$ cat config.mk
export PLATFORM = sky130hd
export DESIGN_NAME = aes_encipher_par
export DESIGN_NICKNAME = d
export VERILOG_FILES = /design/src/rtl/aes_encipher_par.sv
export SDC_FILE = /design/constraint.sdc
export NUM_CORES = 1
export LEC_CHECK = 0
export BUFFER_PORTS_ARGS = -buffer_cell sky130_fd_sc_hd__buf_2
export CAP_MARGIN = 20
export CORE_MARGIN = 8
export CORE_UTILIZATION = 45
export DETAILED_ROUTE_END_ITERATION = 16
export GPL_ROUTABILITY_DRIVEN = 0
export PLACE_DENSITY = 0.69
export SLEW_MARGIN = 40
export SYNTH_ARGS = -nofsm -noshare
export SYNTH_HDL_FRONTEND = slang
export SYNTH_SLANG_ARGS = --single-unit
$ cat constraint.sdc
create_clock -name clk -period 23.1 [get_ports clk]
set_clock_uncertainty 0.1 [all_clocks]
set_input_delay 4.62 -clock clk [delete_from_list [all_inputs] [get_ports clk]]
set_output_delay 4.62 -clock clk [all_outputs]
set_load 0.01 [all_outputs]
$ cat src/rtl/aes_encipher_par.sv
`default_nettype none
// ============================================================================
// Module   : aes_encipher_par
// Brief    : AES-128 encipher round engine with SBOX_LANES external S-box words
//            per cycle; round keys come from an external key generator.
//            Optional AES_ENCIPHER_PAR_ZEROIZE_EN scrubs data after handoff.
// Revision : 1.0 - initial release
// ============================================================================
module aes_encipher_par #(
    parameter int SBOX_LANES = 1
) (
    input  logic                    clk,
    input  logic                    reset,
    input  logic                    in_valid,
    output logic                    in_ready,
    input  logic [127:0]            plaintext,
    output logic [3:0]              round,
    input  logic [127:0]            round_key,
    input  logic                    key_ready,
    output logic [32*SBOX_LANES-1:0] sboxw,
    input  logic [32*SBOX_LANES-1:0] new_sboxw,
    output logic                    out_valid,
    input  logic                    out_ready,
    output logic [127:0]            ciphertext
);

    localparam logic [1:0] c_last_step = 2'(4 / SBOX_LANES - 1);
    localparam logic [3:0] c_last_round = 4'd10;

    generate
        if (SBOX_LANES != 1 && SBOX_LANES != 2 && SBOX_LANES != 4) begin : g_bad_lanes
            $error("aes_encipher_par: SBOX_LANES must be 1, 2 or 4");
        end
    endgenerate

    typedef enum logic [2:0] {
        IDLE = 3'd0,
        INIT = 3'd1,
        SBOX = 3'd2,
        MAIN = 3'd3,
        DONE = 3'd4
    } state_t;

    state_t                    r_fsm;
    state_t                    w_fsm_nxt;
    logic [127:0]              r_pt;
    logic [127:0]              r_state;
    logic [3:0]                r_round;
    logic [1:0]                r_sbox_ctr;
    logic [127:0]              w_sub_state;
    logic [32*SBOX_LANES-1:0]  w_sboxw;

    function automatic logic [7:0] xtime(input logic [7:0] b);
        return {b[6:0], 1'b0} ^ (b[7] ? 8'h1b : 8'h00);
    endfunction

    // Bytes are column-major: byte n sits at row n%4, column n/4.
    function automatic logic [127:0] shift_rows(input logic [127:0] s);
        logic [127:0] o;
        o = '0;
        for (int c = 0; c < 4; c++) begin
            for (int r = 0; r < 4; r++) begin
                o[127 - 8*(4*c + r) -: 8] = s[127 - 8*(4*((c + r) % 4) + r) -: 8];
            end
        end
        return o;
    endfunction

    function automatic logic [127:0] mix_columns(input logic [127:0] s);
        logic [127:0] o;
        logic [7:0]   a0, a1, a2, a3;
        o = '0;
        for (int c = 0; c < 4; c++) begin
            a0 = s[127 - 32*c -: 8];
            a1 = s[119 - 32*c -: 8];
            a2 = s[111 - 32*c -: 8];
            a3 = s[103 - 32*c -: 8];
            o[127 - 32*c -: 8] = xtime(a0) ^ xtime(a1) ^ a1 ^ a2 ^ a3;
            o[119 - 32*c -: 8] = a0 ^ xtime(a1) ^ xtime(a2) ^ a2 ^ a3;
            o[111 - 32*c -: 8] = a0 ^ a1 ^ xtime(a2) ^ xtime(a3) ^ a3;
            o[103 - 32*c -: 8] = xtime(a0) ^ a0 ^ a1 ^ a2 ^ xtime(a3);
        end
        return o;
    endfunction

    // Lane l handles word sbox_ctr*SBOX_LANES + l of the state.
    always_comb begin
        w_sboxw     = '0;
        w_sub_state = r_state;
        for (int l = 0; l < SBOX_LANES; l++) begin
            if (r_fsm == SBOX) begin
                w_sboxw[32*l +: 32] = r_state[127 - 32*(int'(r_sbox_ctr)*SBOX_LANES + l) -: 32];
            end
            w_sub_state[127 - 32*(int'(r_sbox_ctr)*SBOX_LANES + l) -: 32] = new_sboxw[32*l +: 32];
        end
    end

    always_ff @(posedge clk or posedge reset) begin
        if (reset) begin
            r_fsm <= IDLE;
        end else begin
            r_fsm <= w_fsm_nxt;
        end
    end

    always_comb begin
        w_fsm_nxt = r_fsm;
        case (r_fsm)
            IDLE:    if (in_valid) w_fsm_nxt = INIT;
            INIT:    if (key_ready) w_fsm_nxt = SBOX;
            SBOX:    if (r_sbox_ctr == c_last_step) w_fsm_nxt = MAIN;
            MAIN:    if (key_ready) w_fsm_nxt = (r_round == c_last_round) ? DONE : SBOX;
            DONE:    if (out_ready) w_fsm_nxt = IDLE;
            default: w_fsm_nxt = IDLE;
        endcase
    end

    always_ff @(posedge clk or posedge reset) begin
        if (reset) begin
            r_pt       <= '0;
            r_state    <= '0;
            r_round    <= '0;
            r_sbox_ctr <= '0;
        end else begin
            case (r_fsm)
                IDLE: begin
                    if (in_valid) begin
                        r_pt       <= plaintext;
                        r_round    <= '0;
                        r_sbox_ctr <= '0;
                    end
                end
                INIT: begin
                    if (key_ready) r_state <= r_pt ^ round_key;
                end
                SBOX: begin
                    r_state <= w_sub_state;
                    if (r_sbox_ctr == c_last_step) begin
                        r_sbox_ctr <= '0;
                        r_round    <= r_round + 4'd1;
                    end else begin
                        r_sbox_ctr <= r_sbox_ctr + 2'd1;
                    end
                end
                MAIN: begin
                    if (key_ready) begin
                        if (r_round == c_last_round) begin
                            r_state <= shift_rows(r_state) ^ round_key;
                        end else begin
                            r_state <= mix_columns(shift_rows(r_state)) ^ round_key;
                        end
                    end
                end
                DONE: begin
`ifdef AES_ENCIPHER_PAR_ZEROIZE_EN
                    if (out_ready) begin
                        r_state <= '0;
                        r_pt    <= '0;
                    end
`endif
                end
                default: ;
            endcase
        end
    end

    assign in_ready  = (r_fsm == IDLE);
    assign out_valid = (r_fsm == DONE);
    assign round     = r_round;
    assign sboxw     = w_sboxw;

`ifdef AES_ENCIPHER_PAR_ZEROIZE_EN
    assign ciphertext = out_valid ? r_state : '0;
`else
    assign ciphertext = r_state;
`endif

endmodule
`default_nettype wire

==> results.yml <==
sta:
  maxSlewHeadroom_pct: 40.5
  layout_setup_ws_ns: 15.63
  fin_setup_tns_ns: 0
  tightest_slew_ns: 0.890
  rsz_0062_raised_after_global_routing: "false"
  achievable-frequency_ghz: 0.134
  setup_violators_final: 0
  hold_violations: 0
  final_count_of_pins_violating_max_slew: 0
  final.period_utilization_pct: 32.4
  period_needed_ns: 7.47
layout:
  final-instance-count-excl-fill: 2701
  final_layout_size_suffix_gt1_share_pct: 34.5
  finalCoreUtilization_pct: 53.4
  area_growth_syn_to_layout_pct: 17.3
  finalNetCount: 2434
critical_path:
  worstSetupStartpointType: "flop"
  cp.required_ns: 18.38
  r2r_slack_ns: 19.50
  cp_max_fo: 20
  critical_path_arrival_ns: 2.75
  worst_r2r_path_depth: 9
  crit_path_class: "flop to output port"
  reg2reg_to: "ciphertext[48]"
  worstSetupEndpointType: "output port"
  regToRegStartpoint: "r_fsm[2]"
drt:
  dr_total_vias: 17200
  drt_pre_antenna_iters: 9
  drc: 0
  drt-initial-drc-count: 2467
  wl_um: 92200
  routed_wire_length_per_instance_um: 34.1
  avgViaCountPerCell: 6.38
  detail-route-antenna-nets: 0
power:
  p_leak_nw: 9.59
  irDropWorstVdd_mv: 0.0993
  totalPowerFinal_w: 0.00415
  power_per_cell_area_mw_per_mm2: 185
logic_synthesis:
  synth-async-reset-ratio_pct: 100
  mappedNetlistNets: 2131
  yosysSeqAreaShare_pct: 34.7
  yosys-top-cells-count: "sky130_fd_sc_hd__xnor2_1 (423), sky130_fd_sc_hd__dfrtp_1 (265), sky130_fd_sc_hd__a22oi_1 (207)"
  synth-edff-count: 0
  yosys.cell_types.count: 43
  post-synth-top-area-cell: "sky130_fd_sc_hd__dfrtp_1"
  main_area_contributors_after_synthesis: "sky130_fd_sc_hd__dfrtp_1 (35%), sky130_fd_sc_hd__xnor2_1 (19%), sky130_fd_sc_hd__a22oi_1 (8.1%)"
  count_of_synthesis_stage_warnings_from_yosys: 0
  synth_top_area_share_pct: 34.7
  synth_area_mm2: 0.0191
  ys.flop_type: "sky130_fd_sc_hd__dfrtp_1"
  ys_seq_elements: 265
  synth_cells: 1832
  post_synth.cell_area_avg_um2: 10.4
  synth_most_common_cell: "sky130_fd_sc_hd__xnor2_1"
global_routing:
  leftover_overflow_at_the_end_of_global_routing: 0
  grtUsageMet2_pct: 55.4
  grtUsageMet3_pct: 11.8
  number_of_global_route_vias_before_repair: 17600
  gr-max-usage-layer: "met2"
  initial_antenna_violation_count: 10
  first_pass_grt_wire_length_um: 129000
  global_route.usage.total_pct: 35.9
  grt_start_max_net_pins: 89
  global_route.usage.met1_pct: 44.1
die:
  die_h_um: 222
  pin_count: 459
  die_w_um: 222
  die_area_mm2: 0.0493
  core_area_mm2: 0.0419
  initial_standard_cell_utilization_of_the_core_pct: 45.5
  std_cell_rows: 75
hold_path:
  holdPathStages: 1
  timing.hold.worst.start: "r_pt[1]"
  min_path_type: "flop to flop"
  holdPathEnd: "r_pt[1]"
clock_tree:
  h-tree-depth: 1
  clk_tree_root_cell: "sky130_fd_sc_hd__clkbuf_16"
  cts-resized-gates: 0
  clk-insertion-delay-late_ns: 0.60
  clock_tree_from_tritoncts: "yes"
  clk_pin_slew_worst_setup_hold_paths_ns: 0.07
  tritoncts.num_buffers: 31
  post_cts_hold_buffer_count: 0
  cts_sinks: 265
  cts_setup_buffers: 0
  buffers_from_clock_root_to_sink_at_most: 3
placement:
  total_instance_count_after_detailed_placement: 2641
  hpwl_um: 69600
  buffer_ports.inserted: 458
  detailedPlace.worstSlack_ns: 16.23
run_status:
  outcome: "completed"
flow_run:
  maxCapViolations: 0
[cell usage in the layout (no fill, tap or decap), drive strengths merged, types with 12 or more instances in the layout]
| cell | netlist | routed |
|---|---|---|
| buf | 156 | 502 |
| xnor2 | 439 | 439 |
| dfrtp | 265 | 265 |
| o21ai | 209 | 209 |
| a22oi | 207 | 207 |
| mux2 | 128 | 128 |
| xor2 | 127 | 127 |
| a21oi | 50 | 50 |
| a22o | 49 | 49 |
| clkbuf | 70 | 38 |
| and2 | 33 | 33 |
| mux4 | 32 | 32 |
| nand2 | 12 | 12 |
[sequential cells by signal, summed over array words and instances, names as in the netlist]
name / flops
ciphertext: 128
r_fsm: 3
r_pt: 128
r_sbox_ctr: 2
round: 4
[power by group]
part           leakage (nW)  internal [W]  switching [W]  total (W)
clock network         0.577      0.000358       0.000216   0.000574
logic                  5.63       0.00116        0.00134    0.00250
registers              3.38      0.000654       0.000419    0.00107
total                  9.59       0.00218        0.00197    0.00415
[logic make-up (layout without fill, tap and decap cells)]
logic type | Yosys count | in the layout | share of synthesized area [%]
AO/OA/AOI/OAI | 524 | 524 | 17.6
other | 0 | 3 | 0
buffers and inverters | 237 | 564 | 6.82
flip-flops | 265 | 265 | 34.7
XOR/XNOR | 567 | 567 | 26.9
adder cells (fa/ha/maj) | 6 | 6 | 0.393
AND/OR/NAND/NOR | 72 | 72 | 2.22
multiplexers | 161 | 161 | 11.4
[critical path, cell delays in order, from the launching register on]
cell,delay (ns)
sky130_fd_sc_hd__dfrtp_2,0.72
sky130_fd_sc_hd__buf_4,0.49
sky130_fd_sc_hd__mux4_2,0.56
sky130_fd_sc_hd__and2_1,0.22
sky130_fd_sc_hd__buf_2,0.16
[cell type report]
| class | instances | area (um2) |
|---|---|---|
| clock buffer | 38 | 842 |
| timing repair buffer | 502 | 2680 |
| clock inverter | 19 | 330 |
| multi-input combinational | 1330 | 11200 |
| antenna | 3 | 7.51 |
| sequential | 265 | 6630 |
| fill | 3745 | 19500 |
| tap | 539 | 674 |
| inverter | 5 | 26.3 |
[metrics by stage]
stage               hold WS (ns)  instance area (um2)
finish                     0.411                22400
global route               0.421                22400
CTS                        0.413                22400
detailed placement         0.398                21200
global placement           0.389                21100
floorplan                  0.381                19100
[layer usage]
metal	vias to the layer above	wire length, um
met2	1357	40700
met5	-	50
met3	335	11700
li1	6994	-
met1	8529	33500
met4	8	6270
[how the worst max path moves through the flow]
| stage | cells past startpoint | to | slack (ns) | from |
|---|---|---|---|---|
| floorplan | 1 | ciphertext[0] | 11.08 | reset |
| global placement | 4 | r_pt[65] | 16.11 | in_valid |
| detailed placement | 4 | sboxw[10] | 16.23 | r_sbox_ctr[0] |
| CTS | 4 | sboxw[9] | 15.59 | r_sbox_ctr[0] |
| global route | 4 | sboxw[9] | 15.49 | r_sbox_ctr[0] |
| finish | 4 | sboxw[10] | 15.63 | r_sbox_ctr[0] |
No activity file was read; power rests on OpenSTA's default activity.
